==> config.mk <==
export PLATFORM = sky130hd
export DESIGN_NAME = spi_controller
export DESIGN_NICKNAME = d
export VERILOG_FILES = /design/src/rtl/spi_controller_pkg.sv /design/src/rtl/spi_phase_timer.sv /design/src/rtl/spi_controller.sv
export SDC_FILE = /design/constraint.sdc
export NUM_CORES = 1
export LEC_CHECK = 0
export BUFFER_PORTS_ARGS = -buffer_cell sky130_fd_sc_hd__buf_2
export CORE_UTILIZATION = 46
export CTS_CLUSTER_DIAMETER = 100
export DETAILED_ROUTE_END_ITERATION = 7
export PLACE_DENSITY = 0.65
export SLEW_MARGIN = 20
export SYNTH_ARGS = -nofsm -noshare
export SYNTH_HDL_FRONTEND = slang
export SYNTH_SLANG_ARGS = --single-unit
==> constraint.sdc <==
create_clock -name sys_clock_i -period 4.3 [get_ports sys_clock_i]
set_input_delay 0.86 -clock sys_clock_i [delete_from_list [all_inputs] [get_ports sys_clock_i]]
set_output_delay 0.86 -clock sys_clock_i [all_outputs]
set_load 0.02 [all_outputs]
==> src/rtl/spi_controller_pkg.sv <==
// Shared definitions for the SPI initiator: FSM state encoding, SPI mode
// constants and the counter-width helper used by the divider and bit counter.
package spi_controller_pkg;

    // Frame sequencing states; encoding is fixed so debug probes stay stable.
    typedef enum logic [2:0] {
        S_IDLE  = 3'd0,
        S_SETUP = 3'd1,
        S_HIGH  = 3'd2,
        S_LOW   = 3'd3,
        S_HOLD  = 3'd4,
        S_GAP   = 3'd5
    } spi_state_e;

    // Mode 0 only: SCK idles low, data is sampled on the leading (rising) edge.
    localparam logic SPI_CPOL = 1'b0;
    localparam logic SPI_CPHA = 1'b0;

    // Width needed to count 0..n-1, never narrower than one bit.
    function automatic int cnt_width(input int n);
        return (n <= 2) ? 1 : $clog2(n);
    endfunction

endpackage

==> src/rtl/spi_phase_timer.sv <==
// Phase timer: while enabled, strobes o_phase_end on every CLK_DIV-th cycle.
// The count restarts from zero whenever the timer is disabled, so the first
// enabled cycle is always cycle 0 of a fresh phase.
module spi_phase_timer
    import spi_controller_pkg::*;
#(
    parameter int CLK_DIV = 4
) (
    input  logic i_clk,
    input  logic i_rst,
    input  logic i_enable,
    output logic o_phase_end
);

    localparam int              CNT_W = cnt_width(CLK_DIV);
    localparam logic [CNT_W-1:0] LAST = CNT_W'(CLK_DIV - 1);

    logic [CNT_W-1:0] r_count;
    logic             w_at_last;

    assign w_at_last   = (r_count == LAST);
    assign o_phase_end = i_enable && w_at_last;

    // Divider count: 0..CLK_DIV-1 while enabled, parked at 0 otherwise.
    // NOTE: state registers use non-blocking (<=) so every flop samples the
    // pre-edge value of its neighbours; blocking here would create ordering races.
    always_ff @(posedge i_clk) begin
        if (i_rst || !i_enable) begin
            r_count <= '0;
        end else if (w_at_last) begin
            r_count <= '0;
        end else begin
            r_count <= r_count + CNT_W'(1);
        end
    end

endmodule

==> src/rtl/spi_controller.sv <==
// SPI initiator, mode 0, MSB first, full duplex. One word per start/done
// handshake; SCK, CS setup, CS hold and the inter-frame gap all share the
// CLK_DIV-cycle phase length produced by spi_phase_timer.
module spi_controller
    import spi_controller_pkg::*;
#(
    parameter int WORD_BITS = 32,
    parameter int CLK_DIV   = 4
) (
    input  logic                 sys_clock_i,
    input  logic                 reset_i,
    input  logic                 start_i,
    input  logic [WORD_BITS-1:0] tx_data_i,
    output logic                 busy_o,
    output logic                 done_o,
    output logic [WORD_BITS-1:0] rx_data_o,
    output logic                 spi_clock_o,
    output logic                 spi_cs_o,
    output logic                 spi_pico_o,
    input  logic                 spi_poci_i
);

    localparam int               BIT_W    = cnt_width(WORD_BITS);
    localparam logic [BIT_W-1:0] LAST_BIT = BIT_W'(WORD_BITS - 1);

    spi_state_e           r_state;
    logic [WORD_BITS-1:0] r_shift_tx;
    logic [WORD_BITS-1:0] r_shift_rx;
    logic [BIT_W-1:0]     r_bit_cnt;
    logic [WORD_BITS-1:0] r_rx_data;
    logic                 r_busy;
    logic                 r_done;
    logic                 r_sclk;
    logic                 r_cs_n;

    logic                 w_timer_en;
    logic                 w_phase_end;
    logic                 w_last_bit;
    logic [WORD_BITS-1:0] w_tx_shifted;
    logic [WORD_BITS-1:0] w_rx_shifted;

    // The divider only runs while a frame (including its gap) is in flight.
    assign w_timer_en = (r_state != S_IDLE);
    assign w_last_bit = (r_bit_cnt == LAST_BIT);

    // The MSB of the transmit shifter is the line itself: it is loaded on
    // accept, shifted at each HIGH->LOW transition, and cleared back to idle.
    assign w_tx_shifted = r_shift_tx << 1;

    generate
        if (WORD_BITS > 1) begin : g_rx_wide
            assign w_rx_shifted = {r_shift_rx[WORD_BITS-2:0], spi_poci_i};
        end else begin : g_rx_narrow
            assign w_rx_shifted = spi_poci_i;
        end
    endgenerate

    spi_phase_timer #(
        .CLK_DIV (CLK_DIV)
    ) u_phase_timer (
        .i_clk       (sys_clock_i),
        .i_rst       (reset_i),
        .i_enable    (w_timer_en),
        .o_phase_end (w_phase_end)
    );

    // Frame sequencer: owns the shift registers, bit counter and all
    // registered SPI/handshake outputs. Reset takes priority over start_i.
    // NOTE: every register, including the data shifters and rx_data_o, is
    // cleared on reset because an abandoned frame must not leak stale data.
    always_ff @(posedge sys_clock_i) begin
        if (reset_i) begin
            r_state    <= S_IDLE;
            r_shift_tx <= '0;
            r_shift_rx <= '0;
            r_bit_cnt  <= '0;
            r_rx_data  <= '0;
            r_busy     <= 1'b0;
            r_done     <= 1'b0;
            r_sclk     <= SPI_CPOL;
            r_cs_n     <= 1'b1;
        end else begin
            r_done <= 1'b0;
            case (r_state)
                S_IDLE: begin
                    if (start_i) begin
                        r_shift_tx <= tx_data_i;
                        r_shift_rx <= '0;
                        r_bit_cnt  <= '0;
                        r_cs_n     <= 1'b0;
                        r_busy     <= 1'b1;
                        r_state    <= S_SETUP;
                    end
                end

                S_SETUP: begin
                    if (w_phase_end) begin
                        r_sclk  <= ~SPI_CPOL;
                        r_state <= S_HIGH;
                    end
                end

                S_HIGH: begin
                    if (w_phase_end) begin
                        // Sample at the end of the high phase, just before SCK falls.
                        r_shift_rx <= w_rx_shifted;
                        r_sclk     <= SPI_CPOL;
                        if (w_last_bit) begin
                            r_state <= S_HOLD;
                        end else begin
                            r_shift_tx <= w_tx_shifted;
                            r_state    <= S_LOW;
                        end
                    end
                end

                S_LOW: begin
                    if (w_phase_end) begin
                        r_bit_cnt <= r_bit_cnt + BIT_W'(1);
                        r_sclk    <= ~SPI_CPOL;
                        r_state   <= S_HIGH;
                    end
                end

                S_HOLD: begin
                    if (w_phase_end) begin
                        r_cs_n    <= 1'b1;
                        r_rx_data <= r_shift_rx;
                        r_done    <= 1'b1;
                        r_state   <= S_GAP;
                    end
                end

                S_GAP: begin
                    if (w_phase_end) begin
                        r_busy     <= 1'b0;
                        r_shift_tx <= '0;
                        r_state    <= S_IDLE;
                    end
                end

                default: begin
                    r_state <= S_IDLE;
                end
            endcase
        end
    end

    assign busy_o      = r_busy;
    assign done_o      = r_done;
    assign rx_data_o   = r_rx_data;
    assign spi_clock_o = r_sclk;
    assign spi_cs_o    = r_cs_n;
    assign spi_pico_o  = r_shift_tx[WORD_BITS-1];

endmodule
==> flow_metrics.tcl <==
set metrics [dict create \
    period_share_pct 60.3 \
    yosys.area.top_type "dfxtp_1" \
    cts.sinks 110 \
    syn-cell-area_um2 4570 \
    clkTransAtPathRegs_ns 0.10 \
    cp-end-kind "flop" \
    worst-setup-path-type "flop to flop" \
    fp.coreArea_um2 9680 \
    fmax_mhz 386 \
    crit_fanout 22 \
    wl_um 9640 \
    die_x_um 102 \
    cts_tree "built" \
    first_iter_violations 168 \
    rsz0062_at_grt "false" \
    max-slew-margin-rel_pct 33.4 \
    dpl.hpwl_um 5930 \
    multiInputGateArea_um2 2060 \
    synth_edf_count 0 \
    crit_arrival_ns 2.81 \
    grt_antenna_before_repair 0 \
    pwr-share-clk_pct 32.8 \
    drc 0 \
    hp-class "flop to flop" \
    status "completed" \
    vias 3864 \
    ios 73 \
    synth.ff_latch_count 110 \
    cap_violations 0 \
    period_minus_slack_ns 2.59 \
    post_drt_via_cell_ratio 5.39 \
    grt_start_max_net_pins 74 \
    switching_share_pct 25.9 \
    die-area_um2 10300 \
    ys_seq_area_share_pct 48.2 \
    timing.final.hold_violations 0 \
    layout.cells.non_filler 717 \
    postCtsHoldBufs 0 \
    synthArstFlopShare_pct 0 \
    slew_viol_final 0 \
    p_leak_nw 2.05 \
    track_usage_pct 19.8 \
    post-route-util_pct 53.2 \
    synth_ff_type "dfxtp_1" \
    clock_latency_ns 0.36 \
    rows 36 \
    fp.dieH_um 102 \
    num-fill-cells 936 \
    hold_slack_ns 0.437 \
    gp_congestion 0.780 \
    seq_power_share_pct 59.9 \
    io_buffers 72 \
    dp.cells 701 \
    root_buffer "clkbuf_8" \
    syn_avg_cell_area_um2 8.48 \
    grt_pass1_vias 3611 \
    setup-violations-final 0 \
    syn_nets 578 \
    area_delta_synth_final_pct 12.7 \
    tightestPinTransition_ns 0.998 \
    cts_resized 0 \
    globalRouteOverflowTotal 0 \
    finalNetCount 618 \
    crit_path_start_kind "flop" \
    start_util_pct 47.2 \
    seq_area_um2 2200 \
    setup_tns_ns 0 \
    drive_gt1_share_pct 18.3 \
    ys_types 41 \
    ir_worst_vdd_mv 0.162 \
    num_antenna_cells 0 \
    internal_power_w 0.00130 \
    powerDensity_nw_per_um2 341 \
    cts_setup_buffers 0 \
    synth_area_leaders "dfxtp_1 48%, nand2_1 7.6%, a21oi_1 7.3%" \
    postRouteAntennaNets 0 \
    dr.pass1.iters 5 \
    finalClockSkew_ns 0.0125 \
    cts_buffer_depth 2 \
    synth_top_area_share_pct 48.2 \
    cts.htree.levels 3 \
    p_sw_w 0.000454 \
    yosys_warnings 0 \
    p_comb_share_pct 7.2 \
    worstPathRequired_ns 4.52 \
    grt_pass1_wl_um 16500 \
    cts_buffers 9 \
    synth_cells 539 \
    post_drt_wl_per_cell_um 13.4 \
]
cell type report:
| cell class | instances | share of cell area (%) |
|---|---|---|
| clock buffers | 9 | 2.40 |
| repair buffers | 78 | 8.01 |
| inverters | 33 | 2.40 |
| multi-input cells | 347 | 40.1 |
| flip-flops and latches | 110 | 42.8 |
| well taps | 133 | 3.23 |
| clock inverters | 7 | 1.12 |
through the flow:
| step | area [µm²] | total power (W) | setup slack [ns] |
|---|---|---|---|
| 4_1_cts | 5140 | 0.00178 | 1.75 |
| 2_1_floorplan | 4570 | 0.00116 | 2.36 |
| 3_5_place_dp | 4960 | 0.00120 | 1.76 |
| 3_3_place_gp | 4950 | 0.00120 | 1.73 |
| 6_report | 5150 | 0.00176 | 1.71 |
| 5_1_grt | 5150 | 0.00185 | 1.45 |
flip-flops by register name (all words and copies together), names as in the netlist:
signal,cells
busy_o,1
done_o,1
r_bit_cnt,5
r_shift_rx,32
r_shift_tx,32
r_state,3
rx_data_o,32
spi_clock_o,1
spi_cs_o,1
u_phase_timer.r_count,2
worst max-delay path, stage by stage, from the launching register on:
cell and delay, ns:
dfxtp_1 0.65, nor2b_1 0.65, nand2b_1 0.64, o2111ai_1 0.40, a21oi_1 0.11
power groups by stage:
stage	combinational [W]	clock [W]	sequential (W)
6_report	0.000127	0.000577	0.00105
5_1_grt	0.000142	0.000646	0.00106
4_1_cts	0.000128	0.000599	0.00105
3_5_place_dp	0.000127	0	0.00108
3_3_place_gp	0.000122	0	0.00108
2_1_floorplan	0.0000921	0	0.00107
placed cells by master (no fill, tap or decap), drive strengths merged, types with 2 or more instances in the layout:
cell | netlist | layout
nor2 | 7 | 7
clkbuf | 35 | 9
clkinv | 0 | 4
dfxtp | 110 | 110
a21oi | 68 | 68
ha | 3 | 3
nor2b | 4 | 4
o2111ai | 31 | 31
inv | 33 | 35
mux2i | 2 | 2
buf | 14 | 78
nand2b | 5 | 5
a211oi | 4 | 4
o21ai | 34 | 34
a22o | 32 | 32
or4b | 2 | 2
xnor2 | 2 | 2
or3 | 9 | 9
nand3 | 35 | 35
nand2 | 92 | 92
metal layers:
metal / global-route usage (%) / vias to the layer above / wire [µm]
met3: 4.00 / 13 / 371
met2: 33.2 / 77 / 4480
li1: - / 1993 / -
met5: 0 / - / 0
met1: 25.1 / 1781 / 4650
met4: 7.36 / 0 / 138
Yosys cell counts (2+ instances only):
| master | instances |
|---|---|
| dfxtp_1 | 110 |
| nand2_1 | 92 |
| a21oi_1 | 67 |
| clkbuf_1 | 35 |
| nand3_1 | 35 |
| o21ai_0 | 34 |
| inv_1 | 33 |
| a22o_1 | 32 |
| o2111ai_1 | 31 |
| or3_1 | 9 |
| buf_2 | 8 |
| nor2_1 | 7 |
| nand2b_1 | 5 |
| nor2b_1 | 4 |
| a211oi_2 | 3 |
| buf_4 | 3 |
| buf_6 | 3 |
| ha_1 | 3 |
| mux2i_1 | 2 |
| xnor2_1 | 2 |
worst paths after layout:
path	startpoint	to	slack [ns]	cells past startpoint
hold reg to reg	u_phase_timer.r_count[0]$_SDFF_PP0_	u_phase_timer.r_count[0]$_SDFF_PP0_	0.44	1
setup / recovery	r_state[1]$_SDFFE_PP0P_	r_shift_tx[10]$_SDFFE_PP0P_	1.71	4
setup reg to reg	r_state[1]$_SDFFE_PP0P_	r_shift_tx[10]$_SDFFE_PP0P_	1.71	4
hold / removal	u_phase_timer.r_count[0]$_SDFF_PP0_	u_phase_timer.r_count[0]$_SDFF_PP0_	0.44	1
logic make-up after synthesis:
kind of cell	Yosys count	synth area share (%)
flops	110	48.2
fa+ha+maj	3	0.821
mux	2	0.438
xor+xnor	2	0.383
buf+inv	82	7.69
simple gates	163	16.6
compound gates	177	25.9
No activity file was read; power rests on OpenSTA's default activity.
